`src/rtl/periph_loopback_buf_if.sv`:
```
// Signal bundle between a reconfigurable peripheral slot and the peripheral
// that occupies it: config, I/O pins, TX FIFO read side, RX FIFO write side.
interface periph_loopback_buf_if #(
  parameter int DATA_W = 30,
  parameter int IN_W   = 8,
  parameter int OUT_W  = 8,
  parameter int TRI_W  = 4
);
  logic [1:0]        cfg_mode;
  logic [IN_W-1:0]   in;
  logic [OUT_W-1:0]  out;
  logic [TRI_W-1:0]  tristate;
  logic [DATA_W-1:0] tx_data;
  logic              tx_empty;
  logic              tx_rden;
  logic [DATA_W-1:0] rx_data;
  logic              rx_wren;
  logic              rx_full;
  logic              idle;

  // Slot side: owns the FIFOs, the pins and the mode configuration.
  modport master (
    output cfg_mode, in, tx_data, tx_empty, rx_full,
    input  out, tristate, tx_rden, rx_data, rx_wren, idle
  );

  // Peripheral side.
  modport slave (
    input  cfg_mode, in, tx_data, tx_empty, rx_full,
    output out, tristate, tx_rden, rx_data, rx_wren, idle
  );
endinterface

```
`src/rtl/periph_loopback_buf.sv`:
```
// Buffered loopback test peripheral. Drains the slot TX FIFO (1-cycle read
// latency), transforms each word by mode and queues it into a small elastic
// buffer that feeds the slot RX FIFO. Reads are only issued when a buffer
// slot is guaranteed for the returning word, so nothing is ever dropped.
module periph_loopback_buf #(
  parameter int DATA_W = 30,
  parameter int DEPTH  = 4,
  parameter int IN_W   = 8,
  parameter int OUT_W  = 8,
  parameter int TRI_W  = 4
) (
  input  logic                 clk,
  input  logic                 rst_n,
  periph_loopback_buf_if.slave bus
);
  localparam int PTR_W = $clog2(DEPTH);
  localparam int CNT_W = $clog2(DEPTH + 1);

  typedef enum logic [1:0] {
    MODE_LOOP = 2'd0,
    MODE_INV  = 2'd1,
    MODE_PAT  = 2'd2,
    MODE_PIN  = 2'd3
  } mode_t;

  logic [DATA_W-1:0] mem [DEPTH];
  logic [PTR_W-1:0]  wr_ptr;
  logic [PTR_W-1:0]  rd_ptr;
  logic [CNT_W-1:0]  count;
  logic [CNT_W-1:0]  occupancy;
  logic              inflight;
  mode_t             mode_r;
  mode_t             cfg_m;
  logic [DATA_W-1:0] pat_cnt;
  logic [OUT_W-1:0]  out_r;
  logic [TRI_W-1:0]  tri_r;
  logic [DATA_W-1:0] push_word;
  logic              push;
  logic              pop;
  logic              rden;
  logic              idle;

  // Word transform applied to a returning TX word; in pin mode the buffered
  // word is the sampled input pins, zero-extended.
  function automatic logic [DATA_W-1:0] xform(input mode_t             m,
                                              input logic [DATA_W-1:0] w,
                                              input logic [DATA_W-1:0] pat,
                                              input logic [IN_W-1:0]   pins);
    logic [DATA_W-1:0] r;
    r = '0;
    case (m)
      MODE_LOOP: r = w;
      MODE_INV:  r = ~w;
      MODE_PAT:  r = pat;
      default:   r[IN_W-1:0] = pins;
    endcase
    return r;
  endfunction

  assign cfg_m     = mode_t'(bus.cfg_mode);
  // Slots already claimed: words sitting in the buffer plus the one whose
  // read was strobed last cycle and is returning now.
  assign occupancy = count + CNT_W'(inflight);
  // rst_n gates the strobe so no read is issued while reset is held.
  assign rden      = rst_n && !bus.tx_empty && (occupancy < CNT_W'(DEPTH));
  assign push      = inflight;
  assign pop       = (count != '0) && !bus.rx_full;
  assign idle      = bus.tx_empty && !inflight && (count == '0);

  assign bus.tx_rden  = rden;
  assign bus.rx_wren  = pop;
  assign bus.rx_data  = mem[rd_ptr];
  assign bus.idle     = idle;
  assign bus.out      = out_r;
  assign bus.tristate = tri_r;

  // Transform the word returning from the TX FIFO this cycle.
  always_comb begin
    push_word = xform(mode_r, bus.tx_data, pat_cnt, bus.in);
  end

  // Read tracking, buffer pointers and occupancy count.
  always_ff @(posedge clk or negedge rst_n) begin
    if (!rst_n) begin
      inflight <= 1'b0;
      wr_ptr   <= '0;
      rd_ptr   <= '0;
      count    <= '0;
    end else begin
      inflight <= rden;
      if (push) wr_ptr <= wr_ptr + PTR_W'(1);
      if (pop)  rd_ptr <= rd_ptr + PTR_W'(1);
      case ({push, pop})
        2'b10:   count <= count + CNT_W'(1);
        2'b01:   count <= count - CNT_W'(1);
        default: count <= count;
      endcase
    end
  end

  // Buffer storage; data only, never reset.
  always_ff @(posedge clk) begin
    if (push) mem[wr_ptr] <= push_word;
  end

  // Mode register (loads only while idle), pattern counter and pin drivers.
  always_ff @(posedge clk or negedge rst_n) begin
    if (!rst_n) begin
      mode_r  <= MODE_LOOP;
      pat_cnt <= '0;
      out_r   <= '0;
      tri_r   <= '1;
    end else if (idle) begin
      mode_r <= cfg_m;
      if (cfg_m != mode_r) begin
        if (cfg_m == MODE_PAT) pat_cnt <= '0;
        if (cfg_m != MODE_PIN) begin
          out_r <= '0;
          tri_r <= '1;
        end
      end
    end else if (push) begin
      if (mode_r == MODE_PAT) pat_cnt <= pat_cnt + DATA_W'(1);
      if (mode_r == MODE_PIN) begin
        out_r <= bus.tx_data[OUT_W-1:0];
        tri_r <= bus.tx_data[OUT_W +: TRI_W];
      end
    end
  end
endmodule

```
`src/flat_wrapper.sv`:
```
// flat-port wrapper written by rule: the top's interface ports become plain ports
module periph_loopback_buf_flat 
#(
  parameter int DATA_W = 30,
  parameter int DEPTH  = 4,
  parameter int IN_W   = 8,
  parameter int OUT_W  = 8,
  parameter int TRI_W  = 4
)
  (clk, rst_n, bus_cfg_mode, bus_in, bus_tx_data, bus_tx_empty, bus_rx_full, bus_out, bus_tristate, bus_tx_rden, bus_rx_data, bus_rx_wren, bus_idle);
  periph_loopback_buf_if #(.DATA_W(DATA_W), .IN_W(IN_W), .OUT_W(OUT_W), .TRI_W(TRI_W)) bus_i ();
  input  logic clk;
  input  logic rst_n;
  input wire logic [$bits(bus_i.cfg_mode)-1:0] bus_cfg_mode;
  input wire logic [$bits(bus_i.in)-1:0] bus_in;
  input wire logic [$bits(bus_i.tx_data)-1:0] bus_tx_data;
  input wire logic [$bits(bus_i.tx_empty)-1:0] bus_tx_empty;
  input wire logic [$bits(bus_i.rx_full)-1:0] bus_rx_full;
  output wire logic [$bits(bus_i.out)-1:0] bus_out;
  output wire logic [$bits(bus_i.tristate)-1:0] bus_tristate;
  output wire logic [$bits(bus_i.tx_rden)-1:0] bus_tx_rden;
  output wire logic [$bits(bus_i.rx_data)-1:0] bus_rx_data;
  output wire logic [$bits(bus_i.rx_wren)-1:0] bus_rx_wren;
  output wire logic [$bits(bus_i.idle)-1:0] bus_idle;
  assign bus_i.cfg_mode = bus_cfg_mode;
  assign bus_i.in = bus_in;
  assign bus_i.tx_data = bus_tx_data;
  assign bus_i.tx_empty = bus_tx_empty;
  assign bus_i.rx_full = bus_rx_full;
  assign bus_out = bus_i.out;
  assign bus_tristate = bus_i.tristate;
  assign bus_tx_rden = bus_i.tx_rden;
  assign bus_rx_data = bus_i.rx_data;
  assign bus_rx_wren = bus_i.rx_wren;
  assign bus_idle = bus_i.idle;
  periph_loopback_buf #(.DATA_W(DATA_W), .DEPTH(DEPTH), .IN_W(IN_W), .OUT_W(OUT_W), .TRI_W(TRI_W)) u_core (.clk(clk), .rst_n(rst_n), .bus(bus_i));
endmodule
```
`config.mk`:
```
export PLATFORM = sky130hd
export DESIGN_NAME = periph_loopback_buf_flat
export DESIGN_NICKNAME = d
export VERILOG_FILES = /design/src/rtl/periph_loopback_buf_if.sv /design/src/rtl/periph_loopback_buf.sv /design/src/flat_wrapper.sv
export SDC_FILE = /design/constraint.sdc
export NUM_CORES = 1
export LEC_CHECK = 0
export CORE_MARGIN = 10
export CORE_UTILIZATION = 30
export DETAILED_ROUTE_END_ITERATION = 10
export PLACE_DENSITY = 0.51
export SLEW_MARGIN = 10
export SYNTH_ARGS = -nofsm -noshare
export SYNTH_HDL_FRONTEND = slang
export SYNTH_SLANG_ARGS = --single-unit
```
`constraint.sdc`:
```
create_clock -name clk -period 1.9 [get_ports clk]
set_input_delay 0.38 -clock clk [delete_from_list [all_inputs] [get_ports clk]]
set_output_delay 0.38 -clock clk [all_outputs]
set_load 0.005 [all_outputs]
```
=== After elaboration in Yosys (flattened, before gate mapping) ===
Memory sizes are Yosys's and may differ from the RTL's.
Index checks and enable logic that the tools add are counted.

* Bits in registers: 52
* Memory bits (writable): 120
* Input bits: 44
* Output and inout bits: 45
* Logic and storage cells: 65
* Memories: 1

{| class="wikitable"
|+ Memory list
! name !! words !! width !! rd ports !! clocked after Yosys merged registers in !! wr ports !! line !! source
|-
| u_core.mem || 4 || 30 || 1 || 0 || 1 || periph_loopback_buf.sv:26 || <nowiki>logic [DATA_W-1:0] mem [DEPTH];</nowiki>
|}

* Add/sub/neg operators: 6
* Order comparisons: 1
* Equality and inequality tests: 11
* Mux-type cells: 20
* Bitwise gates (word level): 1
* Reductions and logical operators: 17

{| class="wikitable"
|+ Operators with widths
! operator !! number
|-
| 2-to-1 mux 30 bit || 5
|-
| case mux 22 bit (3 select lines) || 1
|-
| 2-to-1 mux 8 bit || 5
|-
| adder 30 x 1 -> 30 bit, second input constant || 1
|-
| inverter 30 bit || 1
|-
| case mux 8 bit (3 select lines) || 1
|-
| 2-to-1 mux 4 bit || 5
|-
| equality test 2 bit, second input constant || 4
|-
| AND reduction 4 bit || 2
|-
| nonzero test 2 bit || 4
|-
| inequality test 2 x 1 -> 1 bit, second input constant || 3
|-
| case mux 3 bit (2 select lines) || 1
|-
| logical AND 1 bit || 5
|-
| adder 2 x 1 -> 2 bit, second input constant || 2
|-
| equality test 2 x 1 -> 1 bit, second input constant || 2
|-
| adder 3 x 1 -> 3 bit || 1
|-
| adder 3 x 1 -> 3 bit, second input constant || 1
|-
| zero test 1 bit || 3
|-
| zero test 3 bit || 1
|-
| < comparator 3 bit, second input constant || 1
|-
| nonzero test 3 bit || 1
|-
| subtractor 3 x 1 -> 3 bit, second input constant || 1
|-
| zero test 2 bit || 1
|-
| 2-to-1 mux 1 bit || 2
|-
| 2 further kinds || 2
|}

=== Depth between registers and ports, before layout ===
Gate-level depths: netlist of run 1.

* Depth in word-level cells: 5
* Mapped depth: 8
* Depth with buffers taken out: 8

=== Least setup slack after synthesis of run 1 ===
No wires, ideal clock.

* Path kind: flip-flop to flip-flop
* Start: register u_core.count[0]
* End: register u_core.count[2]
* Library setup time: 125 ps
* Arrival time: 1,781 ps
* Data required time: 1,775 ps
* Slack: -6 ps
* Stages on the path, launching flop included: 9
* Buffers on the path: 0
* Period minus slack after synthesis: 1,906 ps
* Cells stage by stage: dfrtp_1 > nor3_1 > nor2_1 > ha_1 > inv_1 > fa_1 > xor2_1 > nor2_1 > xor2_1

* Cells in the longest elaborated chain, start to end: 4
* Elaborated cells between the ends (all ways): 8
* Those cells by class: add/sub: 2; eq/ne: 2; mux: 1; reduce/logical: 3

{| class="wikitable"
|+ RTL lines
! item !! line !! source
|-
| start: declaration || periph_loopback_buf.sv:29 || <nowiki>logic [CNT_W-1:0] count;</nowiki>
|-
| start signal: assignment || periph_loopback_buf.sv:94 || <nowiki>2'b10: count <= count + CNT_W'(1);</nowiki>
|-
| start signal: assignment || periph_loopback_buf.sv:95 || <nowiki>2'b01: count <= count - CNT_W'(1);</nowiki>
|-
| start signal: assignment || periph_loopback_buf.sv:96 || <nowiki>default: count <= count;</nowiki>
|-
| nonzero test 3 bit (*) || periph_loopback_buf.sv:67 || <nowiki>assign pop = (count != '0) && !bus.rx_full;</nowiki>
|-
| logical AND 1 bit (*) || periph_loopback_buf.sv:67 ||
|-
| via bus_rx_wren || flat_wrapper.sv:23 || <nowiki>output wire logic [$bits(bus_i.rx_wren)-1:0] bus_rx_wren;</nowiki>
|-
| equality test 2 x 1 -> 1 bit or equality test 2 bit (tied branches) || periph_loopback_buf.sv:93 || <nowiki>case ({push, pop})</nowiki>
|-
| case mux 3 bit (2 select lines) or nonzero test 2 bit (tied branches) || -- ||
|}

Mark *: on every way through the listed nets, which the timed path passes. The rest lies on a longest branch.
A chain may end at the register's enable or synchronous reset.

=== Final worst setup path of run 1 ===
* Start: register u_core.rd_ptr[0]
* End: output bus_rx_data[6]

* Cells in the longest elaborated chain, start to end: 1

{| class="wikitable"
|+ RTL lines
! item !! line !! source
|-
| start: declaration || periph_loopback_buf.sv:28 || <nowiki>logic [PTR_W-1:0] rd_ptr;</nowiki>
|-
| start signal: assignment || periph_loopback_buf.sv:92 || <nowiki>if (pop) rd_ptr <= rd_ptr + PTR_W'(1);</nowiki>
|-
| memory read (4 x 30 bit) || -- ||
|-
| end: declaration || flat_wrapper.sv:22 || <nowiki>output wire logic [$bits(bus_i.rx_data)-1:0] bus_rx_data;</nowiki>
|}

Every way passes these cells.

==> results by group, run 1 <==
Outcome
  – Status: finished with violations
  – Violations in the final reports: setup timing

GRT
  – Largest net degree at the start of global routing: 53
  – Gr usage total: 12.64%
  – Total gr overflow: 0
  – Vias in the first global route: 5812
  – Initial antenna violation count: 0
  – First-pass GRT wire length: 33.00 mm

Floorplan
  – Initial Util: 30.38%
  – Die area: 33120 µm²
  – IO Pins: 89
  – Core area: 25910 µm²
  – Die Wd: 182.0 µm
  – Row count: 59
  – Vert. Die Dim: 182.0 µm

Worst setup path
  – Critical path class: reg -> out
  – RR Startpoint: u_core.pat_cnt[1]
  – Req. time, crit path: 1520 ps
  – R2r endpoint: u_core.pat_cnt[14]
  – Setup slack, reg-to-reg: 70 ps
  – Worst setup SP type: register
  – R2R cell count: 5
  – CP arrival: 1760 ps
  – CP Capture Type: primary output
  – Max FO, Critical Path: 6

Final layout
  – Most frequent cells in the layout: edfxtp_1 (120), buf_4 (57), nand2_1 (56), clkdlybuf4s50_1 (53), dfrtp_1 (45)
  – Layout Cells excl Fill: 1078
  – Share of post-route cells with drive strength above 1: 28.13%
  – Design area: 10380 µm²
  – Area delta synth->final: 31.83%
  – Leading cell type in the layout, fill and taps excluded: edfxtp_1
  – # diodes: 0
  – Fin nets: 781

Placed design
  – Placement Cell Area: 9648 µm²
  – Placed wire-length estimate: 14.72 mm
  – Placed Cells: 1032
  – Post-place setup slack: -205.8 ps
  – Gpl congestion: 0.8332
  – PortBufs: 88

Yosys
  – Post-synth EDFFs: 120
  – Synth Instances: 579
  – Primary FF master, synth: edfxtp_1
  – Synth Warn #: 0
  – Syn_area_per_cell: 13.60 µm²
  – Post-Synthesis Cell Area: 7873 µm²
  – Post-Syn Nets: 630
  – Ys async rst share: 30.23%
  – Distinct cells, synth: 58
  – Sequential area share after synthesis: 62.36%
  – Synthesized flop and latch total: 172

Worst hold path
  – HP Class: in -> async

Flow run
  – Maxcap violations: 0

Clocking
  – Clock transition at the registers of the reported paths: 70 ps
  – Htree depth: 4
  – Clock root buffer: clkbuf_16
  – Clk buf depth: 2
  – Sink Count: 172
  – CTS tree: done
  – Clock Latency Late Sink: 430 ps
  – CTS Buf Count: 17

Power
  – Power Density: 1407 nW/µm²
  – Sw frac: 32.77%
  – Switching component of the power: 4786 µW
  – Final Total Pwr: 14610 µW
  – Seq pwr share: 37.6%
  – Leakage dissipation: 0.003838 µW
  – Clock group share of total power: 22.9%
  – Worst vdd ir: 0.6320 mV
  – Combinational share of power: 39.5%
  – P_int: 9821 µW

Timing
  – Tightest Pin Transition: 719.2 ps
  – Final Max Tran Viols: 0
  – Final hold violations: 0
  – Setup ws final: -238.2 ps
  – RSZ-0062 raised after global routing: true
  – Final setup fails: 32
  – Clk_skew: 11.94 ps
  – Crit share post-route: 112.5%
  – Slew HR: 52.05%
  – Peak Freq: 467.7 MHz
  – Tmin final: 2138 ps

Drt
  – WL/cell: 19.28 µm
  – Detailed Route WL: 20.78 mm
  – Post-DR vias/cell: 4.981
  – Vias post-DR: 5369
  – ANT nets after route: 0
  – DR iter-0 viols: 320
  – Post-route DRC violation count: 0
  – Drt pass-1 iters: 5
final cells by class:
| class | instances | area [µm²] |
|---|---|---|
| fillers | 2390 | 15530 |
| flip-flops and latches | 172 | 4913 |
| multi-input cells | 347 | 2793 |
| repair buffers | 168 | 1585 |
| clock buffers | 17 | 425.4 |
| well taps | 335 | 419.2 |
| clock inverters | 15 | 147.6 |
| inverters | 24 | 95.09 |
logic make-up after synthesis:
| logic type | synth area share (%) |
|---|---|
| AOI/OAI and AO/OA | 9.679 |
| and+or+nand+nor | 9.727 |
| DFF | 62.36 |
| muxes | 9.727 |
| xor gates and xnor gates | 4.116 |
| buffers and inverters | 3.179 |
| adders and majority gates | 1.208 |
power groups by stage:
stage | logic (µW) | registers [µW] | clock network (µW)
2_1_floorplan | 2880 | 5460 | 0
3_3_place_gp | 5500 | 5550 | 0
3_5_place_dp | 5600 | 5590 | 0
4_1_cts | 5870 | 5500 | 3410
5_1_grt | 6360 | 5560 | 3570
6_report | 5770 | 5500 | 3340
timing repair:
action	CTS	global route
hold buffers	0	0
setup buffers	16	3
resized for setup	163	19
endpoints found under the setup margin	35	40
endpoints found under the hold margin	0	0
pin swaps	4	8
gates cloned	2	0
metrics by stage:
stage          hold slack (ps)  setup TNS [ps]  utilization (%)
2_1_floorplan            84.41               0                -
3_3_place_gp             463.3           -4564            37.24
3_5_place_dp             481.0           -5249            37.24
4_1_cts                  190.1           -8285            40.02
5_1_grt                  204.4           -8264            40.06
6_report                 138.0           -5956            40.06
metal layers:
metal	global-route usage, %	part of all wire [%]	vias up
met1	15.33	43	2723
met3	2.406	3.7	16
met2	22.26	53	126
met5	0	0	-
met4	3.645	1.1	0
li1	-	-	2504
cell usage after synthesis (7+ instances only):
library cell / n / share of area (%)
edfxtp_1: 120 / 46
o21ai_0: 33 / 2.1
nor3_1: 9 / 0.57
a31o_2: 7 / 0.78
mux4_2: 30 / 8.6
xor2_1: 12 / 1.3
clkbuf_1: 18 / 0.86
nor2_1: 26 / 1.2
inv_1: 23 / 1.1
dfrtp_1: 48 / 15
a41oi_1: 8 / 0.89
mux2i_1: 9 / 1.1
nand2_1: 56 / 2.7
buf_2: 12 / 0.76
nand3_1: 13 / 0.83
a31oi_1: 19 / 1.5
o31ai_1: 9 / 0.86
a21oi_1: 14 / 0.89
xnor2_1: 25 / 2.8
worst max-delay path by stage:
stage / startpoint / endpoint / slack, ps / cells past startpoint
6_report: u_core.rd_ptr[0] / bus_rx_data[6] / -240 / 4
3_5_place_dp: bus_rx_full / u_core.count[2] / -210 / 8
4_1_cts: u_core.rd_ptr[0] / bus_rx_data[2] / -360 / 5
5_1_grt: u_core.rd_ptr[0] / bus_rx_data[6] / -300 / 4
3_3_place_gp: bus_tx_empty / bus_idle / -200 / 5
2_1_floorplan: u_core.pat_cnt[0] / u_core.pat_cnt[14] / 60 / 5
worst max-delay path, cell delays in order (launching register included):
cell     delay (ps)
dfrtp_2         390
buf_6           140
buf_12          130
mux4_2          520
buf_6           140
state kept, by name, summed over array words and instances, names as in the netlist:
signal and count:
u_core.mode_r 2, u_core.bus.tristate 4, u_core.wr_ptr 2, u_core.count 3, u_core.bus.out 8, u_core.mem 120, u_core.rd_ptr 2, u_core.inflight 1
u_core.pat_cnt 30
Note: power is estimated with default switching activity, not from simulation.
==> run 2, diff against run 1 <==
--- a/config.mk
+++ b/config.mk
@@ -5,9 +5,11 @@
 export SDC_FILE = /design/constraint.sdc
 export NUM_CORES = 1
 export LEC_CHECK = 0
+export ABC_AREA = 1
 export CORE_MARGIN = 10
 export CORE_UTILIZATION = 30
 export DETAILED_ROUTE_END_ITERATION = 10
+export GPL_TIMING_DRIVEN = 0
 export PLACE_DENSITY = 0.51
 export SLEW_MARGIN = 10
 export SYNTH_ARGS = -nofsm -noshare
==> results by group, run 2 <==
Outcome
  – Status: finished with violations
  – Violations in the final reports: hold timing, setup timing

Timing
  – Clk_skew: 11.19 ps
  – RSZ-0062 raised after global routing: true
  – Tightest Pin Transition: 797.7 ps
  – Crit share post-route: 110.1%
  – Final Max Tran Viols: 0
  – Final hold violations: 48
  – Slew HR: 46.74%
  – Tmin final: 2092 ps
  – Setup ws final: -191.8 ps
  – Final setup fails: 30
  – Peak Freq: 478.1 MHz
  – Hold Slack: -109.0 ps

Yosys
  – Yosys top cell area share: 44.31%
  – Syn_area_per_cell: 9.880 µm²
  – Sequential area share after synthesis: 60.38%
  – Post-Syn Nets: 874
  – Synthesized flop and latch total: 172
  – Distinct cells, synth: 37
  – Post-Synthesis Cell Area: 8132 µm²
  – Synth area leader: edfxtp_1
  – Most frequent cell after synthesis: nand2_1
  – Synth Instances: 823
  – Synth Warn #: 0
  – Commonest cells post-synth: nand2_1 (197), edfxtp_1 (120), nor2_1 (110)
  – Post-synth EDFFs: 120
  – Ys async rst share: 30.23%
  – Primary FF master, synth: edfxtp_1
  – Area contributors post-synth: edfxtp_1 (44%), dfrtp_1 (15%), nand2_1 (9.1%), nor2_1 (5.1%), o21ai_0 (4.6%)

Placed design
  – Placed Cells: 1252
  – PortBufs: 88
  – Gpl congestion: 0.8332
  – Placed wire-length estimate: 16.76 mm
  – Placement Cell Area: 9437 µm²

Floorplan
  – Die area: 34090 µm²
  – Row count: 60
  – Core area: 26800 µm²
  – Vert. Die Dim: 184.6 µm
  – Initial Util: 30.34%
  – Die Wd: 184.6 µm
  – IO Pins: 89

Worst setup path
  – Max FO, Critical Path: 10
  – Critical path class: reg -> out
  – R2R cell count: 9
  – CP arrival: 1710 ps
  – Worst setup SP type: register
  – Critical-path cell list: clkbuf_8 > o21ai_0 > o22ai_2 > dlygate4sd2_1
  – CP Capture Type: primary output
  – Slowest library cell on the worst path: dfrtp_2
  – Req. time, crit path: 1520 ps
  – Setup slack, reg-to-reg: 110 ps
  – Max stage delay on crit path: 490 ps

GRT
  – Initial antenna violation count: 0
  – GR Util met3: 2.934%
  – M2 GR Usage: 23.70%
  – Met1 usage: 17.99%
  – Total gr overflow: 0
  – Vias in the first global route: 6389
  – Gr usage total: 14.15%
  – Largest net degree at the start of global routing: 54
  – First-pass GRT wire length: 36.77 mm
  – Layer with the highest usage: met2

Final layout
  – Leading cell type in the layout, fill and taps excluded: nand2_1
  – Share of post-route cells with drive strength above 1: 25.52%
  – Register Area: 4915 µm²
  – Design area: 10800 µm²
  – Fillers: 2549
  – Layout Cells excl Fill: 1305
  – # diodes: 0
  – Area occupied by multi-input gates: 3228 µm²
  – Area delta synth->final: 32.84%
  – Reg with most FFs: u_core.mem
  – Most frequent cells in the layout: nand2_1 (196), edfxtp_1 (120), nor2_1 (101), clkdlybuf4s50_1 (52), inv_1 (45)
  – Layout Utilization: 40.30%
  – Fin nets: 1002
  – Max reg flops: 120

Clocking
  – Sink Count: 172
  – Clock transition at the registers of the reported paths: 70 ps
  – CTS tree: done
  – Clock root buffer: clkbuf_16
  – Clock Latency Late Sink: 430 ps
  – Htree depth: 4
  – CTS Buf Count: 17
  – Clk buf depth: 2

Worst hold path
  – HP Class: in -> async

Power
  – Combinational share of power: 43.5%
  – Clock group share of total power: 22.4%
  – Switching component of the power: 6059 µW
  – Power Density: 1505 nW/µm²
  – Leakage dissipation: 0.004130 µW
  – P_int: 10200 µW
  – Seq pwr share: 34.1%
  – Sw frac: 37.26%
  – Worst vdd ir: 0.5924 mV

Drt
  – Vias post-DR: 6329
  – WL/cell: 18.32 µm
  – Detailed Route WL: 23.91 mm
  – Post-route DRC violation count: 0
  – Post-DR vias/cell: 4.850
  – DR iter-0 viols: 442
  – Drt pass-1 iters: 5
  – ANT nets after route: 0

Flow run
  – Maxcap violations: 0
[run 2: changes by cell type after synthesis, sizes merged, moves of 8 or more]
| cell | delta |
|---|---|
| a31oi | -19 |
| a41oi | -8 |
| inv | +31 |
| mux2i | -9 |
| mux4 | -30 |
| nand2 | +147 |
| nand3 | +22 |
| nor2 | +91 |
| o21ai | +57 |
| o221ai | +17 |
| o22ai | +32 |
| o31ai | -9 |
| xnor2 | -20 |
[run 2: worst max-delay path, delay by kind of cell (launching register included)]
| kind | cells | cell delay [ps] |
|---|---|---|
| AO/OA/AOI/OAI | 2 | 320 |
| buffers and inverters | 2 | 470 |
| flip-flops | 1 | 490 |
[run 2: cell families after synthesis]
family	count (synthesis)	share of synthesized area, %
compound gates	161	12.26
xor+xnor	18	1.939
fa+ha+maj	7	1.169
buf+inv	94	5.047
flops	172	60.38
simple gates	371	19.20
[run 2: through the flow]
step	setup WS [ps]	power, µW	TNS [ps]	hold slack (ps)
after CTS	-222.7	15740	-5708	-77.34
after global placement	-2359	11370	-129060	464.9
final	-191.8	16260	-2830	-109.0
after detailed placement	-671.1	11420	-24770	466.9
after floorplan	66.75	8572	0	84.41
after global routing	-255.8	17260	-5419	-65.85
[run 2: power by group through the flow]
| stage | clock network (µW) | registers (µW) | logic (µW) |
|---|---|---|---|
| 2_1_floorplan | 0 | 5450 | 3120 |
| 3_5_place_dp | 0 | 5550 | 5880 |
| 6_report | 3640 | 5540 | 7080 |
| 5_1_grt | 3880 | 5610 | 7770 |
| 4_1_cts | 3700 | 5500 | 6540 |
| 3_3_place_gp | 0 | 5560 | 5810 |
[run 2: layout make-up]
class	instances	area share, %
timing repair buffer	112	9.244
sequential	172	45.50
buffer	36	3.707
clock buffer	18	3.973
multi-input combinational	557	29.89
tap	341	3.950
inverter	55	2.073
clock inverter	14	1.668
[run 2: routing by layer]
metal | vias to the layer above | routed length [µm]
li1 | 3097 | -
met1 | 3056 | 10720
met2 | 145 | 11870
met3 | 31 | 967
met4 | 0 | 358
met5 | - | 0
[run 2: worst paths after layout]
| path | to | startpoint |
|---|---|---|
| setup reg to reg | u_core.count[2] | u_core.count[1] |
| min in group clk | u_core.bus.out[1] | u_core.bus.out[1] |
| hold / removal | u_core.pat_cnt[24] | rst_n |
| max in group asynchronous | u_core.pat_cnt[0] | rst_n |
| hold reg to reg | u_core.bus.out[1] | u_core.bus.out[1] |
| setup / recovery | bus_rx_data[23] | u_core.rd_ptr[0] |
[run 2: timing repair]
item / 4_1_cts / 5_1_grt
buffers inserted: 9 / 13
cloned: 1 / 1
endpoints found under the setup margin: 63 / 174
resized for setup: 213 / 144
pin swaps: 15 / 20
hold endpoints to repair: 48 / 48
==> run 3, diff against run 2 <==
--- a/config.mk
+++ b/config.mk
@@ -8,9 +8,10 @@
 export ABC_AREA = 1
 export CORE_MARGIN = 10
 export CORE_UTILIZATION = 30
+export CTS_CLUSTER_SIZE = 16
 export DETAILED_ROUTE_END_ITERATION = 10
 export GPL_TIMING_DRIVEN = 0
-export PLACE_DENSITY = 0.51
+export PLACE_DENSITY = 0.49
 export SLEW_MARGIN = 10
 export SYNTH_ARGS = -nofsm -noshare
 export SYNTH_HDL_FRONTEND = slang
==> constraint.sdc (replaced) <==
create_clock -name clk -period 2.14 [get_ports clk]
set_input_delay 0.428 -clock clk [delete_from_list [all_inputs] [get_ports clk]]
set_output_delay 0.428 -clock clk [all_outputs]
set_load 0.005 [all_outputs]
==> results by group, run 3 (same netlist as run 2, synthesis figures left out) <==
Placed design
  – Placed wire-length estimate: 16.85 mm
  – Gpl congestion: 0.8378
  – PortBufs: 88

GRT
  – Initial antenna violation count: 0
  – Vias in the first global route: 6170
  – Largest net degree at the start of global routing: 49
  – First-pass GRT wire length: 36.83 mm
  – Gr usage total: 14.22%
  – Total gr overflow: 0

Power
  – Switching component of the power: 5109 µW
  – Combinational share of power: 41.5%
  – P_int: 8617 µW
  – Leakage dissipation: 0.003999 µW
  – Seq pwr share: 35.7%
  – Worst vdd ir: 0.5169 mV
  – Sw frac: 37.22%
  – Clock group share of total power: 22.8%
  – Power Density: 1312 nW/µm²
  – Final Total Pwr: 13730 µW

Worst setup path
  – CP arrival: 1680 ps
  – Critical-path cell list: buf_6 > buf_12 > o21ai_2 > o22ai_2 > dlygate4sd2_1
  – Max stage delay on crit path: 450 ps
  – Worst setup SP type: register
  – Slowest library cell on the worst path: dfrtp_2
  – Req. time, crit path: 1710 ps
  – CP Capture Type: primary output
  – Critical path class: reg -> out
  – Max FO, Critical Path: 10

Clocking
  – CTS tree: done
  – CTS Buf Count: 17
  – Clock root buffer: clkbuf_16
  – Sink Count: 172
  – Clock transition at the registers of the reported paths: 70 ps
  – Htree depth: 4
  – Clk buf depth: 2
  – Clock Latency Late Sink: 420 ps

Outcome
  – Status: completed

Floorplan
  – IO Pins: 89
  – Core area: 26800 µm²
  – Row count: 60
  – Initial Util: 30.34%
  – Die area: 34090 µm²
  – Vert. Die Dim: 184.6 µm
  – Die Wd: 184.6 µm

Timing
  – Hold Slack: 481.1 ps
  – Final hold violations: 0
  – Final Max Tran Viols: 0
  – Crit share post-route: 98.36%
  – RSZ-0062 raised after global routing: true
  – Tightest Pin Transition: 780.8 ps
  – Peak Freq: 475.1 MHz
  – Slew HR: 47.87%
  – Tmin final: 2105 ps
  – Final setup fails: 0
  – Clk_skew: 9.629 ps

Final layout
  – Area delta synth->final: 28.70%
  – Fillers: 2664
  – Fin nets: 994
  – Most frequent cells in the layout: nand2_1 (197), edfxtp_1 (120), nor2_1 (102), clkdlybuf4s50_1 (54)
  – Max reg flops: 120
  – Reg with most FFs: u_core.mem
  – Leading cell type in the layout, fill and taps excluded: nand2_1
  – # diodes: 0
  – Share of post-route cells with drive strength above 1: 18.83%

Drt
  – WL/cell: 18.36 µm
  – Drt pass-1 iters: 5
  – Post-route DRC violation count: 0
  – Post-DR vias/cell: 4.803
  – DR iter-0 viols: 433
  – ANT nets after route: 0
  – Detailed Route WL: 23.82 mm
  – Vias post-DR: 6230

Flow run
  – Maxcap violations: 0

Worst hold path
  – HP Class: reg -> reg
[run 3: changes by cell type in the layout (fill, tap and decap cells not counted), sizes merged]
cell,previous run,this run
dlymetal6s2s,2,0
clkbuf,38,46
inv,61,60
bufinv,3,2
clkinv,3,4
buf,67,42
clkdlybuf4s15,3,2
dlygate4sd2,4,14
clkdlybuf4s50,52,54
dlygate4sd3,0,1
[run 3: layer usage]
layer  routed length, µm  global-route usage [%]  share of wire (%)
met4                 227                   3.186               0.95
met3                 711                   2.776                3.0
met5                   0                       0                  0
met2               12040                   23.92                 51
met1               10840                   18.45                 45
[run 3: power groups by stage]
| stage | clock network [µW] | registers, µW | logic [µW] |
|---|---|---|---|
| 5_1_grt | 3350 | 4960 | 6340 |
| 6_report | 3130 | 4900 | 5700 |
| 2_1_floorplan | 0 | 4840 | 2770 |
| 3_3_place_gp | 0 | 4930 | 5180 |
| 4_1_cts | 3190 | 4880 | 5560 |
| 3_5_place_dp | 0 | 4930 | 5210 |
[run 3: worst paths after layout]
path	start	endpoint	slack [ps]	cells past startpoint
worst max-delay path	u_core.rd_ptr[0]	bus_rx_data[5]	40	5
worst min register to register	u_core.bus.tristate[0]	u_core.bus.tristate[0]	480	2
min in group asynchronous	rst_n	u_core.bus.tristate[1]	620	3
max in group asynchronous	rst_n	u_core.count[2]	1230	4
worst min-delay path	u_core.bus.tristate[0]	u_core.bus.tristate[0]	480	2
worst max register to register	u_core.count[0]	u_core.count[2]	170	10
[run 3: repair_timing]
item	4_1_cts	5_1_grt
endpoints found under the hold margin	48	0
pin swaps	10	6
gates resized for setup	154	79
setup buffers	9	5
hold buffers	2	0
setup endpoints to repair	34	34
[run 3: stage by stage]
stage | cell area (µm²) | std cells | setup WS [ps] | utilization [%] | setup TNS, ps
2_1_floorplan | 8132 | 823 | 306.8 | - | 0
3_3_place_gp | 9439 | 1252 | -2287 | 35.22 | -84830
3_5_place_dp | 9437 | 1252 | -490.8 | 35.21 | -11390
4_1_cts | 10350 | 1293 | -78.77 | 38.61 | -594.1
5_1_grt | 10470 | 1297 | -53.94 | 39.05 | -357.4
6_report | 10470 | 1297 | 35.18 | 39.05 | 0
[run 3: cell type report]
type	count	area [µm²]	share of cell area, %
multi-input combinational	557	2995	28.62
tap	341	426.7	4.077
clock inverter	13	153.9	1.471
timing repair buffer	104	943.4	9.015
buffer	36	380.4	3.635
sequential	172	4913	46.95
inverter	55	219.0	2.092
clock buffer	19	432.9	4.137
[run 3: critical path, delay by kind of cell (launching register included)]
| family | cells | cell delay, ps |
|---|---|---|
| AOI/OAI and AO/OA | 2 | 230 |
| DFF | 1 | 450 |
| buffers and inverters | 3 | 560 |
==> patch 1, RTL diff (config.mk and constraints of run 3) <==
`DATA_W` is set to 30 in 3 places; all go to 22.
--- a/src/rtl/periph_loopback_buf_if.sv
+++ b/src/rtl/periph_loopback_buf_if.sv
@@ -1,7 +1,7 @@
 // Signal bundle between a reconfigurable peripheral slot and the peripheral
 // that occupies it: config, I/O pins, TX FIFO read side, RX FIFO write side.
 interface periph_loopback_buf_if #(
-  parameter int DATA_W = 30,
+  parameter int DATA_W = 22,
   parameter int IN_W   = 8,
   parameter int OUT_W  = 8,
   parameter int TRI_W  = 4
--- a/src/rtl/periph_loopback_buf.sv
+++ b/src/rtl/periph_loopback_buf.sv
@@ -3,7 +3,7 @@
 // buffer that feeds the slot RX FIFO. Reads are only issued when a buffer
 // slot is guaranteed for the returning word, so nothing is ever dropped.
 module periph_loopback_buf #(
-  parameter int DATA_W = 30,
+  parameter int DATA_W = 22,
   parameter int DEPTH  = 4,
   parameter int IN_W   = 8,
   parameter int OUT_W  = 8,
--- a/src/flat_wrapper.sv
+++ b/src/flat_wrapper.sv
@@ -1,7 +1,7 @@
 // flat-port wrapper written by rule: the top's interface ports become plain ports
 module periph_loopback_buf_flat 
 #(
-  parameter int DATA_W = 30,
+  parameter int DATA_W = 22,
   parameter int DEPTH  = 4,
   parameter int IN_W   = 8,
   parameter int OUT_W  = 8,
Ports: changed (resized bus_rx_data and bus_tx_data); port bits go from 89 to 73. No check against the original RTL was run, so the function may have changed too.
==> patch 1 against run 3 <==
Final cell count fell by 20%; critical path depth grew 1; core utilization up 0.29 points; sequential share of layout area down 1.3 points; critical endpoint is now bus_rx_data[0]; largest cell class unchanged; non-clock buffer count decreased by 28; wire length fell by 22%; sequential cell count decreased by 40; clock skew barely moved; power fell by 22%; synthesized area shrank 22%; synthesized cell count fell by 21%; worst setup slack better by 0.026 ns; clock power fell by 11%; cell area fell by 21%.
==> patch 1: results <==
{
  "synth_top_area_share_pct": 41.8,
  "cts_sinks": 132,
  "status": "completed",
  "ir_drop_mv": 0.746,
  "p_leak_nw": 3.27,
  "rr_endpoint": "u_core.mem[0][1]$_DFFE_PP_",
  "clkCellAreaFrac_pct": 6.76,
  "grt_use_total_pct": 13.9,
  "synthCells": 647,
  "drtIter0Drc": 412,
  "grt_pass1_vias": 5150,
  "grt_use_met1_pct": 17.5,
  "wl_met2_um": 9380,
  "n_all_inverters": 50,
  "netlist-cell-type-count": 35,
  "nNonClkBuffers": 112,
  "vias": 4976,
  "rr_startpoint": "u_core.wr_ptr[0]$_DFFE_PN0P_",
  "synth.area.top_cells": "edfxtp_1, dfrtp_1, nand2_1",
  "synth_edf_count": 88,
  "finalClockSkew_ns": 0.00925,
  "dp_hpwl_um": 13100,
  "cp_slowest_stage_delay_ns": 0.37,
  "p_int_mw": 6.81,
  "drive_gt1_share_pct": 18.5,
  "seqCellArea_um2": 3750,
  "dr.pass1.iters": 4,
  "wl_met3_um": 707,
  "gr-usage-met2_pct": 23.0,
  "rows": 53,
  "p_clk_mw": 2.79,
  "clockBufferCount": 18,
  "grt_pass1_wl_um": 28900,
  "timing.hold.ws_ns": 0.0797,
  "endpoint": "bus_rx_data[0]",
  "hold_path_class": "input pin to asynchronous set/reset pin",
  "finalWirelength_um": 18600,
  "area_share_nonclk_buffers_pct": 13.0,
  "wl_met1_um": 8380,
  "placed_area_um2": 7400,
  "synth_nets": 690,
  "multi_input_area_share_pct": 28.0
}
## patch 1: cell count changes after synthesis, moves of 7 or more
cell,before,now
o22ai_1,36,28
nand3_1,32,39
xor2_1,13,3
edfxtp_1,120,88
nor3_1,8,0
nand2_1,197,158
nor2_1,110,75
clkbuf_1,25,14
o21ai_0,75,53
o21ai_2,13,21
dfrtp_1,48,40
## patch 1: what timing repair did
action / CTS / global route
pin swaps: 4 / 4
resized for setup: 92 / 63
hold buffers: 3 / 0
setup endpoints to repair: 25 / 24
hold endpoints to repair: 14 / 0
setup buffers: 6 / 1
gates cloned: 0 / 0
## patch 1: worst reg2reg max path, stage by stage, from the launching register on
cell	delay (ns)
dfrtp_1	0.42
inv_1	0.10
ha_1	0.16
nand2_1	0.06
inv_1	0.77
## patch 1: cell families after synthesis
kind of cell    share of synthesized area, %
flops                                   59.3
simple gates                            19.6
compound gates                          13.1
xor+xnor                               0.969
fa+ha+maj                               1.50
buf+inv                                 5.52
==> patch 2, RTL diff (settings of run 3) <==
Made on the original files. Make the reset (`rst_n`) synchronous in 2 clocked blocks.
--- a/src/rtl/periph_loopback_buf.sv
+++ b/src/rtl/periph_loopback_buf.sv
@@ -80,7 +80,7 @@
   end
 
   // Read tracking, buffer pointers and occupancy count.
-  always_ff @(posedge clk or negedge rst_n) begin
+  always_ff @(posedge clk) begin
     if (!rst_n) begin
       inflight <= 1'b0;
       wr_ptr   <= '0;
@@ -104,7 +104,7 @@
   end
 
   // Mode register (loads only while idle), pattern counter and pin drivers.
-  always_ff @(posedge clk or negedge rst_n) begin
+  always_ff @(posedge clk) begin
     if (!rst_n) begin
       mode_r  <= MODE_LOOP;
       pat_cnt <= '0;
Formal check against the unedited RTL: differs if rst_n is asserted again (counterexample within 4 cycles, from zero or initial values and one cycle with rst_n low); with rst_n held inactive, the same outputs for 4 cycles.
==> patch 2 against run 3 <==
Sequential cell count rose by 2; final cell count is 6.9% higher; combinational power down 36%; synthesized area is 0.26% lower; power down 19%; worst setup slack lost 0.031 ns; global-route usage is 0.71 points higher; count of clock-buffer cells in the layout down 1; cell area decreased by 0.72%; wire length increased by 8.1%; largest power group is now registers.
==> patch 2: results <==
{
  "dp_hpwl_um": 18200,
  "yosysSeqAreaShare_pct": 57.8,
  "synth_edf_count": 120,
  "min-delay-start": "u_core.rd_ptr[1]$_SDFFE_PN0P_",
  "drv_slew": 0,
  "avgRoutedWirePerCell_um": 18.6,
  "grt_max_degree": 31,
  "netlist-cell-type-count": 35,
  "yosys_warnings": 0,
  "grt_use_total_pct": 14.9,
  "p_leak_nw": 3.87,
  "status": "completed",
  "gp_congestion": 0.888,
  "synth.area.top_cells": "edfxtp_1, dfxtp_1, nand2_1",
  "dr.pass1.iters": 7,
  "synthArstFlopShare_pct": 0,
  "diodes": 0,
  "fill_cells": 2637,
  "relSlewSlack_pct": 46.1,
  "finalClockSkew_ns": 0.0142,
  "rr_startpoint": "u_core.pat_cnt[0]$_SDFFE_PN0P_",
  "grt_pass1_wl_um": 38600,
  "cp_slowest_stage_delay_ns": 0.40,
  "hold_path_class": "flip-flop to flip-flop",
  "ir_drop_mv": 0.505,
  "nNetsFinal": 1084,
  "yosys-top-cells-count": "nand2_1, nor2_1, edfxtp_1",
  "vias": 6799,
  "avgSynthCellArea_um2": 8.87,
  "grt_pass1_vias": 6518,
  "cpMaxStageDelayCell": "dfxtp_4",
  "drive_gt1_share_pct": 12.9,
  "cts-buffers-inserted": 17,
  "dp_cells": 1343,
  "synth_nets": 965,
  "regMostFlops": "u_core.mem",
  "worstPathArrival_ns": 1.71,
  "placed_area_um2": 9420,
  "finalWirelength_um": 25700,
  "drtIter0Drc": 498,
  "crit_fanout": 7
}
==> patch 2: cell count changes in the layout (fill, tap and decap cells not counted), moves of 9 or more <==
| cell | change |
|---|---|
| clkbuf_1 | +9 |
| dfxtp_1 | +50 |
| o21ai_2 | -24 |
| xor2_1 | -13 |
| nor2_1 | +25 |
| nand3_1 | +30 |
| a21oi_1 | +41 |
| inv_1 | +18 |
| dfrtp_1 | -45 |
==> patch 2: critical path, delay by kind of cell (launching register included) <==
| kind | cells | cell delay, ns |
|---|---|---|
| flops | 1 | 0.40 |
| compound gates | 2 | 0.21 |
| buf+inv | 4 | 0.66 |
==> patch 2: metal layers <==
layer,track usage [%],up-vias,routed length [um]
met5,0,-,0
met4,3.80,0,384
met3,2.56,25,1260
met2,25.4,165,12600
met1,19.1,3229,11500
li1,-,3380,-
==> patch 2: timing repair <==
| item | 4_1_cts | 5_1_grt |
|---|---|---|
| gates cloned | 1 | 0 |
| resized for setup | 142 | 75 |
| setup endpoints to repair | 33 | 55 |
| buffers inserted | 7 | 5 |
| endpoints found under the hold margin | 0 | 0 |
| pin swaps | 7 | 9 |
==> patch 2: cells by family after synthesis <==
kind of cell             after synthesis  synth area share [%]
buffers and inverters                124                  6.14
adder cells (fa/ha/maj)                7                  1.17
flip-flops                           174                  57.8
AND/OR/NAND/NOR                      412                  20.7
AO/OA/AOI/OAI                        195                  14.0
XOR/XNOR                               2                 0.216
==> patch 2: where the power goes <==
part	internal, mW	total, mW	switching [mW]
Combinational	1.43	3.67	2.24
Clock	1.67	3.15	1.48
Sequential	4.09	4.31	0.212
Total	7.20	11.1	3.93
==> patch 2: final timing paths <==
path	cells after the start	slack, ns	endpoint
worst min register to register	2	0.47	flip-flop
worst max-delay path	6	0.004	bus_rx_data[23]
worst max register to register	9	0.15	u_core.pat_cnt[28]$_SDFFE_PN0P_
worst min-delay path	2	0.47	flip-flop
==> patch 2: layout make-up <==
type | instances | area, um^2 | share of cell area [%]
flip-flops and latches | 174 | 4690 | 45.2
plain buffers | 48 | 410 | 3.95
multi-input cells | 616 | 3050 | 29.4
inverters | 75 | 290 | 2.79
clock buffers | 18 | 429 | 4.13
well taps | 341 | 427 | 4.11
clock inverters | 14 | 169 | 1.63
repair buffers | 101 | 917 | 8.83
==> patch 2: metrics by stage <==
step	setup TNS, ns	hold slack, ns	power [mW]	setup slack, ns	utilization, %
after CTS	-1.11	0.469	11.1	-0.243	38.4
after floorplan	0	0.436	6.15	0.294	-
after global placement	-22.70	0.455	7.74	-0.671	35.1
after global routing	-0.245	0.508	11.7	-0.100	38.8
final	0	0.472	11.1	0.00404	38.8
after detailed placement	-21.52	0.463	7.76	-0.644	35.1
